==> config.mk <==
export PLATFORM = sky130hd
export DESIGN_NAME = lfsr_crc_stream_flat
export DESIGN_NICKNAME = d
export VERILOG_FILES = /design/src/rtl/lfsr_crc_stream_pkg.sv /design/src/rtl/lfsr_crc_stream_if.sv /design/src/rtl/lfsr_crc_stream_lanes.sv /design/src/rtl/lfsr_crc_stream.sv /design/src/flat_wrapper.sv
export SDC_FILE = /design/constraint.sdc
export NUM_CORES = 1
export LEC_CHECK = 0
export CORE_ASPECT_RATIO = 1.75
export CORE_UTILIZATION = 62
export CTS_BUF_LIST = sky130_fd_sc_hd__clkbuf_2
export CTS_CLUSTER_DIAMETER = 100
export CTS_CLUSTER_SIZE = 40
export DETAILED_ROUTE_END_ITERATION = 7
export PLACE_DENSITY_LB_ADDON = 0.12
export SLEW_MARGIN = 20
export SYNTH_ARGS = -nofsm -noshare
export SYNTH_HDL_FRONTEND = slang
export SYNTH_SLANG_ARGS = --single-unit
==> constraint.sdc <==
create_clock -name clk -period 28.7 [get_ports clk]
set_clock_uncertainty 0.15 [all_clocks]
set_input_delay 5.74 -clock clk [delete_from_list [all_inputs] [get_ports clk]]
set_output_delay 5.74 -clock clk [all_outputs]
set_load 0.01 [all_outputs]
==> src/rtl/lfsr_crc_stream_pkg.sv <==
// lfsr_crc_stream: shared CRC constants and frame FSM encoding.
// Residue constants are raw (uninverted) reflected register values.
package lfsr_pkg;

  localparam logic [31:0] CRC32_POLY    = 32'h04c11db7;
  localparam logic [31:0] CRC32C_POLY   = 32'h1edc6f41;
  localparam logic [15:0] CRC16_POLY    = 16'h8005;
  localparam logic [31:0] CRC32_RESIDUE = 32'hdebb20e3;

  typedef enum logic {
    FRM_IDLE,
    FRM_IN
  } frame_state_e;

endpackage

==> src/rtl/lfsr_crc_stream_if.sv <==
// lfsr_crc_stream: input beat stream and result handshake bundle.
// master drives beats and m_ready; slave is the CRC engine.
interface lfsr_crc_stream_if #(
  parameter int DATA_WIDTH = 64,
  parameter int LFSR_WIDTH = 32,
  parameter int LEN_WIDTH  = 16
);
  localparam int KEEP_WIDTH = DATA_WIDTH / 8;

  logic [DATA_WIDTH-1:0] s_data;
  logic [KEEP_WIDTH-1:0] s_keep;
  logic                  s_valid;
  logic                  s_ready;
  logic                  s_last;
  logic [LFSR_WIDTH-1:0] m_crc;
  logic [LEN_WIDTH-1:0]  m_len;
  logic                  m_crc_ok;
  logic                  m_valid;
  logic                  m_ready;

  modport master (
    output s_data, s_keep, s_valid, s_last, m_ready,
    input  s_ready, m_crc, m_len, m_crc_ok, m_valid
  );

  modport slave (
    input  s_data, s_keep, s_valid, s_last, m_ready,
    output s_ready, m_crc, m_len, m_crc_ok, m_valid
  );
endinterface

==> src/rtl/lfsr_crc_stream_lanes.sv <==
// lfsr_crc_stream_lanes: chained per-byte LFSR steps and keep-prefix mux.
// Purely combinational; lane k output covers bytes 0..k.
module lfsr_crc_stream_lanes #(
  parameter int                    LFSR_WIDTH  = 32,
  parameter logic [LFSR_WIDTH-1:0] LFSR_POLY   = '1,
  parameter string                 LFSR_CONFIG = "GALOIS",
  parameter bit                    REVERSE     = 1'b1,
  parameter int                    DATA_WIDTH  = 64,
  parameter int                    KEEP_WIDTH  = DATA_WIDTH / 8,
  parameter int                    NW          = 4
) (
  input  logic [LFSR_WIDTH-1:0] state_i,
  input  logic [DATA_WIDTH-1:0] data_i,
  input  logic [KEEP_WIDTH-1:0] keep_i,
  output logic [LFSR_WIDTH-1:0] step_o,
  output logic [NW-1:0]         n_o
);

  localparam bit GALOIS = (LFSR_CONFIG == "GALOIS");

  function automatic logic [LFSR_WIDTH-1:0] byte_step(
    input logic [LFSR_WIDTH-1:0] s,
    input logic [7:0]            d
  );
    logic [LFSR_WIDTH-1:0] r;
    logic b;
    logic fb;
    r = s;
    for (int i = 0; i < 8; i++) begin
      b = REVERSE ? d[i] : d[7-i];
      if (GALOIS) begin
        fb = r[LFSR_WIDTH-1] ^ b;
        r  = {r[LFSR_WIDTH-2:0], 1'b0};
        if (fb) r = r ^ LFSR_POLY;
      end else begin
        fb = b ^ (^(r & LFSR_POLY));
        r  = {r[LFSR_WIDTH-2:0], fb};
      end
    end
    return r;
  endfunction

  logic [LFSR_WIDTH-1:0] chain [KEEP_WIDTH+1];

  assign chain[0] = state_i;

  for (genvar k = 0; k < KEEP_WIDTH; k++) begin : g_lane
    assign chain[k+1] = byte_step(chain[k], data_i[8*k +: 8]);
  end

  // Count of contiguous enabled lanes from byte 0.
  always_comb begin
    logic run;
    n_o = '0;
    run = 1'b1;
    for (int i = 0; i < KEEP_WIDTH; i++) begin
      if (!keep_i[i]) run = 1'b0;
      if (run) n_o = NW'(i + 1);
    end
  end

  // Select the step covering exactly n_o bytes.
  always_comb begin
    step_o = state_i;
    for (int i = 1; i <= KEEP_WIDTH; i++) begin
      if (n_o == NW'(i)) step_o = chain[i];
    end
  end

endmodule

==> src/rtl/lfsr_crc_stream.sv <==
// lfsr_crc_stream: streaming per-frame CRC with held result.
// Define LFSR_CRC_STREAM_CHECK_EN to build the residue checker.
module lfsr_crc_stream
  import lfsr_pkg::*;
#(
  parameter int                    LFSR_WIDTH  = 32,
  parameter logic [LFSR_WIDTH-1:0] LFSR_POLY   = LFSR_WIDTH'(CRC32_POLY),
  parameter logic [LFSR_WIDTH-1:0] LFSR_INIT   = '1,
  parameter string                 LFSR_CONFIG = "GALOIS",
  parameter bit                    REVERSE     = 1'b1,
  parameter bit                    INVERT      = 1'b1,
  parameter int                    DATA_WIDTH  = 64,
  parameter int                    KEEP_WIDTH  = DATA_WIDTH / 8,
  parameter int                    LEN_WIDTH   = 16,
  parameter logic [LFSR_WIDTH-1:0] RESIDUE     = LFSR_WIDTH'(CRC32_RESIDUE)
) (
  input logic              clk,
  input logic              rst,
  lfsr_crc_stream_if.slave bus
);

  localparam int NW = $clog2(KEEP_WIDTH + 1);
  localparam int SW = ((LEN_WIDTH > NW) ? LEN_WIDTH : NW) + 1;
  localparam logic [LEN_WIDTH-1:0] LEN_MAX = '1;

  logic [LFSR_WIDTH-1:0] state_q;
  logic [LFSR_WIDTH-1:0] step;
  logic [LFSR_WIDTH-1:0] raw;
  logic [LFSR_WIDTH-1:0] crc_q;
  logic [LEN_WIDTH-1:0]  cnt_q;
  logic [LEN_WIDTH-1:0]  cnt_d;
  logic [LEN_WIDTH-1:0]  len_q;
  logic [NW-1:0]         n;
  logic [SW-1:0]         sum;
  logic                  ok_q;
  logic                  ok_d;
  logic                  valid_q;
  logic                  accept;
  frame_state_e          fsm_q;

  lfsr_crc_stream_lanes #(
    .LFSR_WIDTH  (LFSR_WIDTH),
    .LFSR_POLY   (LFSR_POLY),
    .LFSR_CONFIG (LFSR_CONFIG),
    .REVERSE     (REVERSE),
    .DATA_WIDTH  (DATA_WIDTH),
    .KEEP_WIDTH  (KEEP_WIDTH),
    .NW          (NW)
  ) u_lanes (
    .state_i (state_q),
    .data_i  (bus.s_data),
    .keep_i  (bus.s_keep),
    .step_o  (step),
    .n_o     (n)
  );

  function automatic logic [LFSR_WIDTH-1:0] bitrev(
    input logic [LFSR_WIDTH-1:0] v
  );
    logic [LFSR_WIDTH-1:0] r;
    for (int i = 0; i < LFSR_WIDTH; i++) r[i] = v[LFSR_WIDTH-1-i];
    return r;
  endfunction

  assign raw    = REVERSE ? bitrev(step) : step;
  assign sum    = SW'(cnt_q) + SW'(n);
  assign cnt_d  = (sum > SW'(LEN_MAX)) ? LEN_MAX : sum[LEN_WIDTH-1:0];
  assign accept = bus.s_valid && bus.s_ready;

`ifdef LFSR_CRC_STREAM_CHECK_EN
  assign ok_d = (raw == RESIDUE);
`else
  logic unused_residue;
  assign unused_residue = ^RESIDUE;
  assign ok_d = 1'b0;
`endif

  assign bus.s_ready  = !valid_q || bus.m_ready;
  assign bus.m_crc    = crc_q;
  assign bus.m_len    = len_q;
  assign bus.m_crc_ok = ok_q;
  assign bus.m_valid  = valid_q;

  // LFSR state, byte count and held frame result.
  always_ff @(posedge clk) begin
    if (rst) begin
      state_q <= LFSR_INIT;
      cnt_q   <= '0;
      crc_q   <= '0;
      len_q   <= '0;
      ok_q    <= 1'b0;
      valid_q <= 1'b0;
    end else begin
      if (valid_q && bus.m_ready) valid_q <= 1'b0;
      if (accept) begin
        if (bus.s_last) begin
          state_q <= LFSR_INIT;
          cnt_q   <= '0;
          crc_q   <= INVERT ? ~raw : raw;
          len_q   <= cnt_d;
          ok_q    <= ok_d;
          valid_q <= 1'b1;
        end else begin
          state_q <= step;
          cnt_q   <= cnt_d;
        end
      end
    end
  end

  // Frame delimiting status: idle versus mid-frame.
  always_ff @(posedge clk) begin
    if (rst) begin
      fsm_q <= FRM_IDLE;
    end else if (accept) begin
      unique case (fsm_q)
        FRM_IDLE: if (!bus.s_last) fsm_q <= FRM_IN;
        FRM_IN:   if (bus.s_last) fsm_q <= FRM_IDLE;
        default:  fsm_q <= FRM_IDLE;
      endcase
    end
  end

endmodule

==> src/flat_wrapper.sv <==
// flat-port wrapper written by rule: the top's interface ports become plain ports
module lfsr_crc_stream_flat import lfsr_pkg::*;
#(
  parameter int                    LFSR_WIDTH  = 32,
  parameter logic [LFSR_WIDTH-1:0] LFSR_POLY   = LFSR_WIDTH'(CRC32_POLY),
  parameter logic [LFSR_WIDTH-1:0] LFSR_INIT   = '1,
  parameter string                 LFSR_CONFIG = "      ",
  parameter bit                    REVERSE     = 1'b1,
  parameter bit                    INVERT      = 1'b1,
  parameter int                    DATA_WIDTH  = 64,
  parameter int                    KEEP_WIDTH  = DATA_WIDTH / 8,
  parameter int                    LEN_WIDTH   = 16,
  parameter logic [LFSR_WIDTH-1:0] RESIDUE     = LFSR_WIDTH'(CRC32_RESIDUE)
)
  (clk, rst, bus_s_data, bus_s_keep, bus_s_valid, bus_s_last, bus_m_ready, bus_s_ready, bus_m_crc, bus_m_len, bus_m_crc_ok, bus_m_valid);
  lfsr_crc_stream_if #(.DATA_WIDTH(DATA_WIDTH), .LFSR_WIDTH(LFSR_WIDTH), .LEN_WIDTH(LEN_WIDTH)) bus_i ();
  input logic clk;
  input logic rst;
  input wire logic [$bits(bus_i.s_data)-1:0] bus_s_data;
  input wire logic [$bits(bus_i.s_keep)-1:0] bus_s_keep;
  input wire logic [$bits(bus_i.s_valid)-1:0] bus_s_valid;
  input wire logic [$bits(bus_i.s_last)-1:0] bus_s_last;
  input wire logic [$bits(bus_i.m_ready)-1:0] bus_m_ready;
  output wire logic [$bits(bus_i.s_ready)-1:0] bus_s_ready;
  output wire logic [$bits(bus_i.m_crc)-1:0] bus_m_crc;
  output wire logic [$bits(bus_i.m_len)-1:0] bus_m_len;
  output wire logic [$bits(bus_i.m_crc_ok)-1:0] bus_m_crc_ok;
  output wire logic [$bits(bus_i.m_valid)-1:0] bus_m_valid;
  assign bus_i.s_data = bus_s_data;
  assign bus_i.s_keep = bus_s_keep;
  assign bus_i.s_valid = bus_s_valid;
  assign bus_i.s_last = bus_s_last;
  assign bus_i.m_ready = bus_m_ready;
  assign bus_s_ready = bus_i.s_ready;
  assign bus_m_crc = bus_i.m_crc;
  assign bus_m_len = bus_i.m_len;
  assign bus_m_crc_ok = bus_i.m_crc_ok;
  assign bus_m_valid = bus_i.m_valid;
  lfsr_crc_stream #(.LFSR_WIDTH(LFSR_WIDTH), .LFSR_POLY(LFSR_POLY), .LFSR_INIT(LFSR_INIT), .LFSR_CONFIG(LFSR_CONFIG), .REVERSE(REVERSE), .INVERT(INVERT), .DATA_WIDTH(DATA_WIDTH), .KEEP_WIDTH(KEEP_WIDTH), .LEN_WIDTH(LEN_WIDTH), .RESIDUE(RESIDUE)) u_core (.clk(clk), .rst(rst), .bus(bus_i));
endmodule
# [Word level (Yosys, flattened, before mapping)]
# Index checks and enable logic that the tools add are counted.
[word_totals] reg_bits=97 latchBits=0 mem_bits_rw=0 mem_bits_ro=0 input_bits=77 out_inout_bits=51 word_cells=179 n_memories=0
[op_classes] add_sub_neg=1 mul=0 div=0 order_cmp=1 eq_ne=8 n_shift=0 muxes=30 bitwise_logic=65 n_reduce_logical=69
[ops] op="XOR reduction 32 bit" count=64
[ops] op="2-to-1 mux 32 bit" count=9
[ops] op="XOR 1 bit" count=64
[ops] op="2-to-1 mux 16 bit" count=2
[ops] op="NOT 32 bit" count=1
[ops] op="adder 16 x 4 -> 17 bit" count=1
[ops] op="greater-than comparator 17 x 16 -> 1 bit (second input constant)" count=1
[ops] op="== test 4 x 3 -> 1 bit (second input constant)" count=4
[ops] op="2-to-1 mux 1 bit" count=12
[ops] op="2-to-1 mux 3 bit" count=4
[ops] op="== test 4 x 2 -> 1 bit (second input constant)" count=2
[ops] op="== test 4 x 1 -> 1 bit (second input constant)" count=1
[ops] op="== test 4 bit (second input constant)" count=1
[ops] op="2-to-1 mux 2 bit" count=2
[ops] op="2-to-1 mux 4 bit" count=1
[ops] op="logical AND 1 bit" count=2
[ops] op="AND reduction 2 bit" count=1
[ops] op="logical NOT 1 bit" count=1
[ops] op="logical OR 1 bit" count=1

# [Depth between registers and ports, before layout]
[depth] depth_word=130 ltp_mapped=28

# [Cells and area by module]
# From an unflattened synthesis, not the netlist that was laid out.
[hier_totals] cells_unflattened=1568 area_unflattened_um2=15219.6
[by_module_without_submodules] module="lfsr_crc_stream_lanes" n_inst=1 cells_per_inst=1108 area_per_inst_um2=11333.4 seq_area_each_um2=0.0
[by_module_without_submodules] module="lfsr_crc_stream" n_inst=1 cells_per_inst=460 area_per_inst_um2=3886.2 seq_area_each_um2=1941.9

# [Least setup slack after synthesis]
# Ideal clock, no wire load.
[synth_timing] path_kind="input port to flip-flop" from="in bus_s_data[1]" to="reg u_core.crc_q[30] (netlist: u_core.bus.m_crc[30])" setup_time_ns=0.128 arrival_ns=14.326 required_time_ns=28.422 slack_ns=14.096 cell_stages=24 path_cell_list="xor2_1 -> xnor3_2 -> xnor3_1 -> xnor2_1 -> xnor3_2 -> xor2_2 -> xor3_2 -> xnor2_1 -> xor3_2 -> xnor2_2 -> xor2_4 -> xor3_4 -> xnor3_1 -> xnor3_4 -> xnor2_4 -> xor2_4 -> xnor3_2 -> xor2_2 -> xnor3_1 -> xnor2_1 -> xnor3_1 -> a221oi_2 -> o21a_1 -> nor2_1"
[synth_via] elab_chain_cells=125 elab_cells_between_ends=132
[synth_rtl] element="start: declaration" line_no="flat_wrapper.sv:19" rtl="input wire logic [$bits(bus_i.s_data)-1:0] bus_s_data;"
[synth_rtl] element="XOR 1 bit *" line_no="lfsr_crc_stream_lanes.sv:36" rtl="fb = b ^ (^(r & LFSR_POLY));"
[synth_rtl] element="XOR reduction 32 bit" line_no="lfsr_crc_stream_lanes.sv:36"
[synth_rtl] element="XOR 1 bit" line_no="lfsr_crc_stream_lanes.sv:36"
[synth_rtl] element="XOR reduction 32 bit" line_no="lfsr_crc_stream_lanes.sv:36"
[synth_rtl] element="XOR 1 bit" line_no="lfsr_crc_stream_lanes.sv:36"
[synth_rtl] element="XOR reduction 32 bit" line_no="lfsr_crc_stream_lanes.sv:36"
[synth_rtl] element="XOR 1 bit" line_no="lfsr_crc_stream_lanes.sv:36"
[synth_rtl] element="XOR reduction 32 bit" line_no="lfsr_crc_stream_lanes.sv:36"
[synth_rtl] element="[... 109 more ...]"
[synth_rtl] element="XOR reduction 32 bit" line_no="lfsr_crc_stream_lanes.sv:36"
[synth_rtl] element="XOR 1 bit" line_no="lfsr_crc_stream_lanes.sv:36"
[synth_rtl] element="XOR reduction 32 bit" line_no="lfsr_crc_stream_lanes.sv:36"
[synth_rtl] element="XOR 1 bit" line_no="lfsr_crc_stream_lanes.sv:36"
[synth_rtl] element="XOR reduction 32 bit" line_no="lfsr_crc_stream_lanes.sv:36"
[synth_rtl] element="XOR 1 bit" line_no="lfsr_crc_stream_lanes.sv:36"
[synth_rtl] element="2-to-1 mux 32 bit *" line_no="lfsr_crc_stream_lanes.sv:66" rtl="if (n_o == NW'(i)) step_o = chain[i];"
[synth_rtl] element="NOT 32 bit *" line_no="lfsr_crc_stream.sv:99" rtl="crc_q <= INVERT ? ~raw : raw;"
[synth_rtl] element="end signal: assignment" line_no="lfsr_crc_stream.sv:99"
[synth_rtl] element="end: declaration" line_no="lfsr_crc_stream.sv:29" rtl="logic [LFSR_WIDTH-1:0] crc_q;"
# Mark *: on every way between the ends. The rest lies on a longest branch, timed or not.
# A chain may end at the register's enable or synchronous reset.

# [Worst setup path after layout]
[layout_timing] from="in bus_s_data[0]" to="reg u_core.state_q[1]"
[layout_via] elab_chain_cells=127 elab_cells_between_ends=134
[layout_rtl] element="XOR 1 bit *" line_no="lfsr_crc_stream_lanes.sv:36"
[layout_rtl] element="XOR reduction 32 bit" line_no="lfsr_crc_stream_lanes.sv:36"
[layout_rtl] element="XOR 1 bit" line_no="lfsr_crc_stream_lanes.sv:36"
[layout_rtl] element="XOR reduction 32 bit" line_no="lfsr_crc_stream_lanes.sv:36"
[layout_rtl] element="XOR 1 bit" line_no="lfsr_crc_stream_lanes.sv:36"
[layout_rtl] element="XOR reduction 32 bit" line_no="lfsr_crc_stream_lanes.sv:36"
[layout_rtl] element="XOR 1 bit" line_no="lfsr_crc_stream_lanes.sv:36"
[layout_rtl] element="XOR reduction 32 bit" line_no="lfsr_crc_stream_lanes.sv:36"
[layout_rtl] element="[... 111 more ...]"
[layout_rtl] element="XOR reduction 32 bit" line_no="lfsr_crc_stream_lanes.sv:36"
[layout_rtl] element="XOR 1 bit" line_no="lfsr_crc_stream_lanes.sv:36"
[layout_rtl] element="XOR reduction 32 bit" line_no="lfsr_crc_stream_lanes.sv:36"
[layout_rtl] element="XOR 1 bit" line_no="lfsr_crc_stream_lanes.sv:36"
[layout_rtl] element="XOR reduction 32 bit" line_no="lfsr_crc_stream_lanes.sv:36"
[layout_rtl] element="XOR 1 bit" line_no="lfsr_crc_stream_lanes.sv:36"
[layout_rtl] element="2-to-1 mux 32 bit *" line_no="lfsr_crc_stream_lanes.sv:66"
[layout_rtl] element="2-to-1 mux 32 bit *" line_no="lfsr_crc_stream.sv:96" rtl="if (bus.s_last) begin"
[layout_rtl] element="end signal: assignment" line_no="lfsr_crc_stream.sv:104" rtl="state_q <= step;"
[layout_rtl] element="end: declaration" line_no="lfsr_crc_stream.sv:26" rtl="logic [LFSR_WIDTH-1:0] state_q;"
# Marks and branches as above.

==> results.json <==
{
  "status": "completed",
  "critPathMaxStageDelay_ns": 0.98,
  "worstMarginPinSlew_ns": 1.17,
  "viasPerCell": 6.05,
  "syn_inst": 1632,
  "crit_fanout": 10,
  "syn-num-nets": 1714,
  "post-route-period-util_pct": 55.7,
  "synth.cells.most_frequent": "xnor2_1 (322), nor2_1 (213), xnor3_1 (140)",
  "grt_pass1_vias": 12000,
  "io_buffers": 126,
  "synth_most_common_cell": "xnor2_1",
  "synthTopCellsByArea": "xnor3_1 (20%), xnor2_1 (18%), dfxtp_1 (12%)",
  "gp_congestion": 0.976,
  "die-area_mm2": 0.0258,
  "cts_resized": 0,
  "layout.nets": 1764,
  "root_buffer": "clkbuf_2",
  "yosysWarnings": 0,
  "num_rows": 76,
  "postCtsSetupBuffers": 0,
  "min_period_ns": 15.99,
  "drv_slew": 0,
  "synth-edff-count": 0,
  "cts_inserted_buffers": 9,
  "fin_cells": 2000,
  "drt_iter0_markers": 945,
  "cp_common_cell": "xnor3_1",
  "cts_tree": "built",
  "clk_pin_slew_worst_paths_ns": 0.28,
  "tns_ns": 0,
  "routed_wl_mm": 49.5,
  "finalSetupViolCount": 0,
  "dp_cells": 1983,
  "rsz0062_at_grt": "no",
  "ys_types": 55,
  "syn_area_mm2": 0.0156,
  "synth_top_cell_area_share_pct": 20.3,
  "yosys.area.top_type": "xnor3_1",
  "finalHoldViolCount": 0,
  "endpoint_kind": "flip-flop",
  "ys_async_sr_fraction_pct": 0,
  "route.vias.total": 12100,
  "drtAntennaViolNets": 0,
  "cp_data_arrival_time_ns": 16.37,
  "clkLatencyLatePin_ns": 0.62,
  "wire_per_inst_um": 24.7,
  "initial_core_util_pct": 63.2,
  "crit_buf_inv": 1,
  "setup.worst_path.start_class": "primary input",
  "crit_required_ns": 29.08,
  "clkSinkCount": 97,
  "synth.avg_cell_area_um2": 9.54,
  "grt_overflow_total": 0,
  "path_delay_family": "XOR/XNOR gates",
  "crit_type": "in2reg",
  "final_layout_size_suffix_gt1_share_pct": 7.94,
  "ys_seq_elements": 97,
  "place_hpwl_mm": 39.6,
  "cts_hold_buffers": 0,
  "crit_slowest_cell": "xor3_1",
  "clk_path_buf_depth": 2,
  "drv_cap": 0,
  "io_pins": 128,
  "antenna_found_initial": 1,
  "die_y_um": 212,
  "ys.flop_type": "dfxtp_1",
  "die_x_um": 122,
  "drc": 0,
  "seq_area_frac_synth_pct": 12.5,
  "htreeDepth": 3,
  "fp.coreArea_mm2": 0.0246,
  "clock.fmax_mhz": 62.5,
  "area.growth.synth_to_final_pct": 9.50,
  "grtUsageTotal_pct": 39.0,
  "grt_max_degree": 68,
  "maxSlewHeadroom_pct": 21.3,
  "grt_pass1_wl_mm": 72.9,
  "hp-class": "reg2reg",
  "dr.pass1.iters": 6
}
-- logic make-up (layout without fill, tap and decap cells) --
logic type | after synthesis | in the layout | synth area share [%]
AOI/OAI and AO/OA | 325 | 325 | 12.7
xor gates and xnor gates | 681 | 681 | 59.3
adders and majority gates | 5 | 5 | 0.450
buffers and inverters | 114 | 169 | 3.18
DFF | 97 | 97 | 12.5
muxes | 30 | 30 | 1.94
other | 1 | 2 | 0.0241
and+or+nand+nor | 379 | 379 | 9.96
-- flip-flops by register name, indices dropped and copies added (netlist names) --
signal and flops:
u_core.bus.m_len 16, u_core.cnt_q 16, u_core.state_q 32, u_core.bus.m_crc 32, u_core.bus.m_valid 1
-- final timing paths --
check / from / to / slack [ns] / depth (start not counted)
worst max-delay path: bus_s_data[0] / u_core.state_q[1] / 12.71 / 25
worst min-delay path: u_core.bus.m_len[15] / u_core.bus.m_len[15] / 0.33 / 2
worst max register to register: u_core.state_q[4] / u_core.state_q[1] / 16.93 / 25
worst min register to register: u_core.bus.m_len[15] / u_core.bus.m_len[15] / 0.33 / 2
-- per-stage QoR --
stage	instance area, um^2	util, %	hold slack [ns]	setup WS [ns]
2_1_floorplan	15600	-	0.286	14.10
3_3_place_gp	16900	68.7	0.295	12.13
3_5_place_dp	16900	68.7	0.297	12.08
4_1_cts	17000	69.2	0.325	12.68
5_1_grt	17000	69.2	0.351	12.37
6_report	17000	69.2	0.326	12.71
-- cell type report --
type / instances / area, um^2
sequential: 97 / 1940
tap: 312 / 390
inverter: 8 / 30.0
timing repair buffer: 145 / 1400
multi-input combinational: 1421 / 13200
clock buffer: 9 / 45.0
fill: 2030 / 7590
clock inverter: 7 / 73.8
antenna: 1 / 2.50
-- cell usage in the layout (no fill, tap or decap), types with 4 or more instances in the layout --
master / netlist / layout
a211oi_1: 73 / 73
a21oi_1: 110 / 110
a22oi_1: 7 / 7
a311oi_1: 6 / 6
a31oi_1: 4 / 4
and3_1: 4 / 4
buf_4: 14 / 19
clkbuf_2: 1 / 9
clkdlybuf4s50_1: 0 / 125
dfxtp_1: 97 / 97
ha_1: 4 / 4
inv_1: 8 / 8
mux2i_1: 29 / 29
nand2_1: 95 / 94
nand2b_1: 6 / 5
nand3_1: 9 / 9
nor2_1: 213 / 210
nor2b_1: 5 / 5
nor3_1: 34 / 33
o211ai_1: 27 / 27
o21a_1: 5 / 5
o21ai_0: 81 / 81
or2_2: 4 / 4
xnor2_1: 322 / 322
xnor2_2: 30 / 30
xnor2_4: 6 / 6
xnor3_1: 140 / 140
xnor3_2: 19 / 19
xor2_1: 112 / 112
xor2_2: 14 / 14
xor2_4: 5 / 5
xor3_1: 23 / 23
xor3_2: 7 / 7
-- layer usage --
metal	up-vias	routed length, um	GRT usage [%]
met5	-	0	0
met4	0	4800	32.9
met3	179	2640	3.85
met2	544	24800	67.4
met1	5710	17300	42.3
li1	5671	-	-
-- worst min-delay path: stages (launching register included) --
cell and delay (ns):
dfxtp_1 0.38, nand2_1 0.05, a21oi_1 0.05
Power is not shown: default switching activity piles up to over one toggle a cycle in this logic, so the estimate is an artifact.
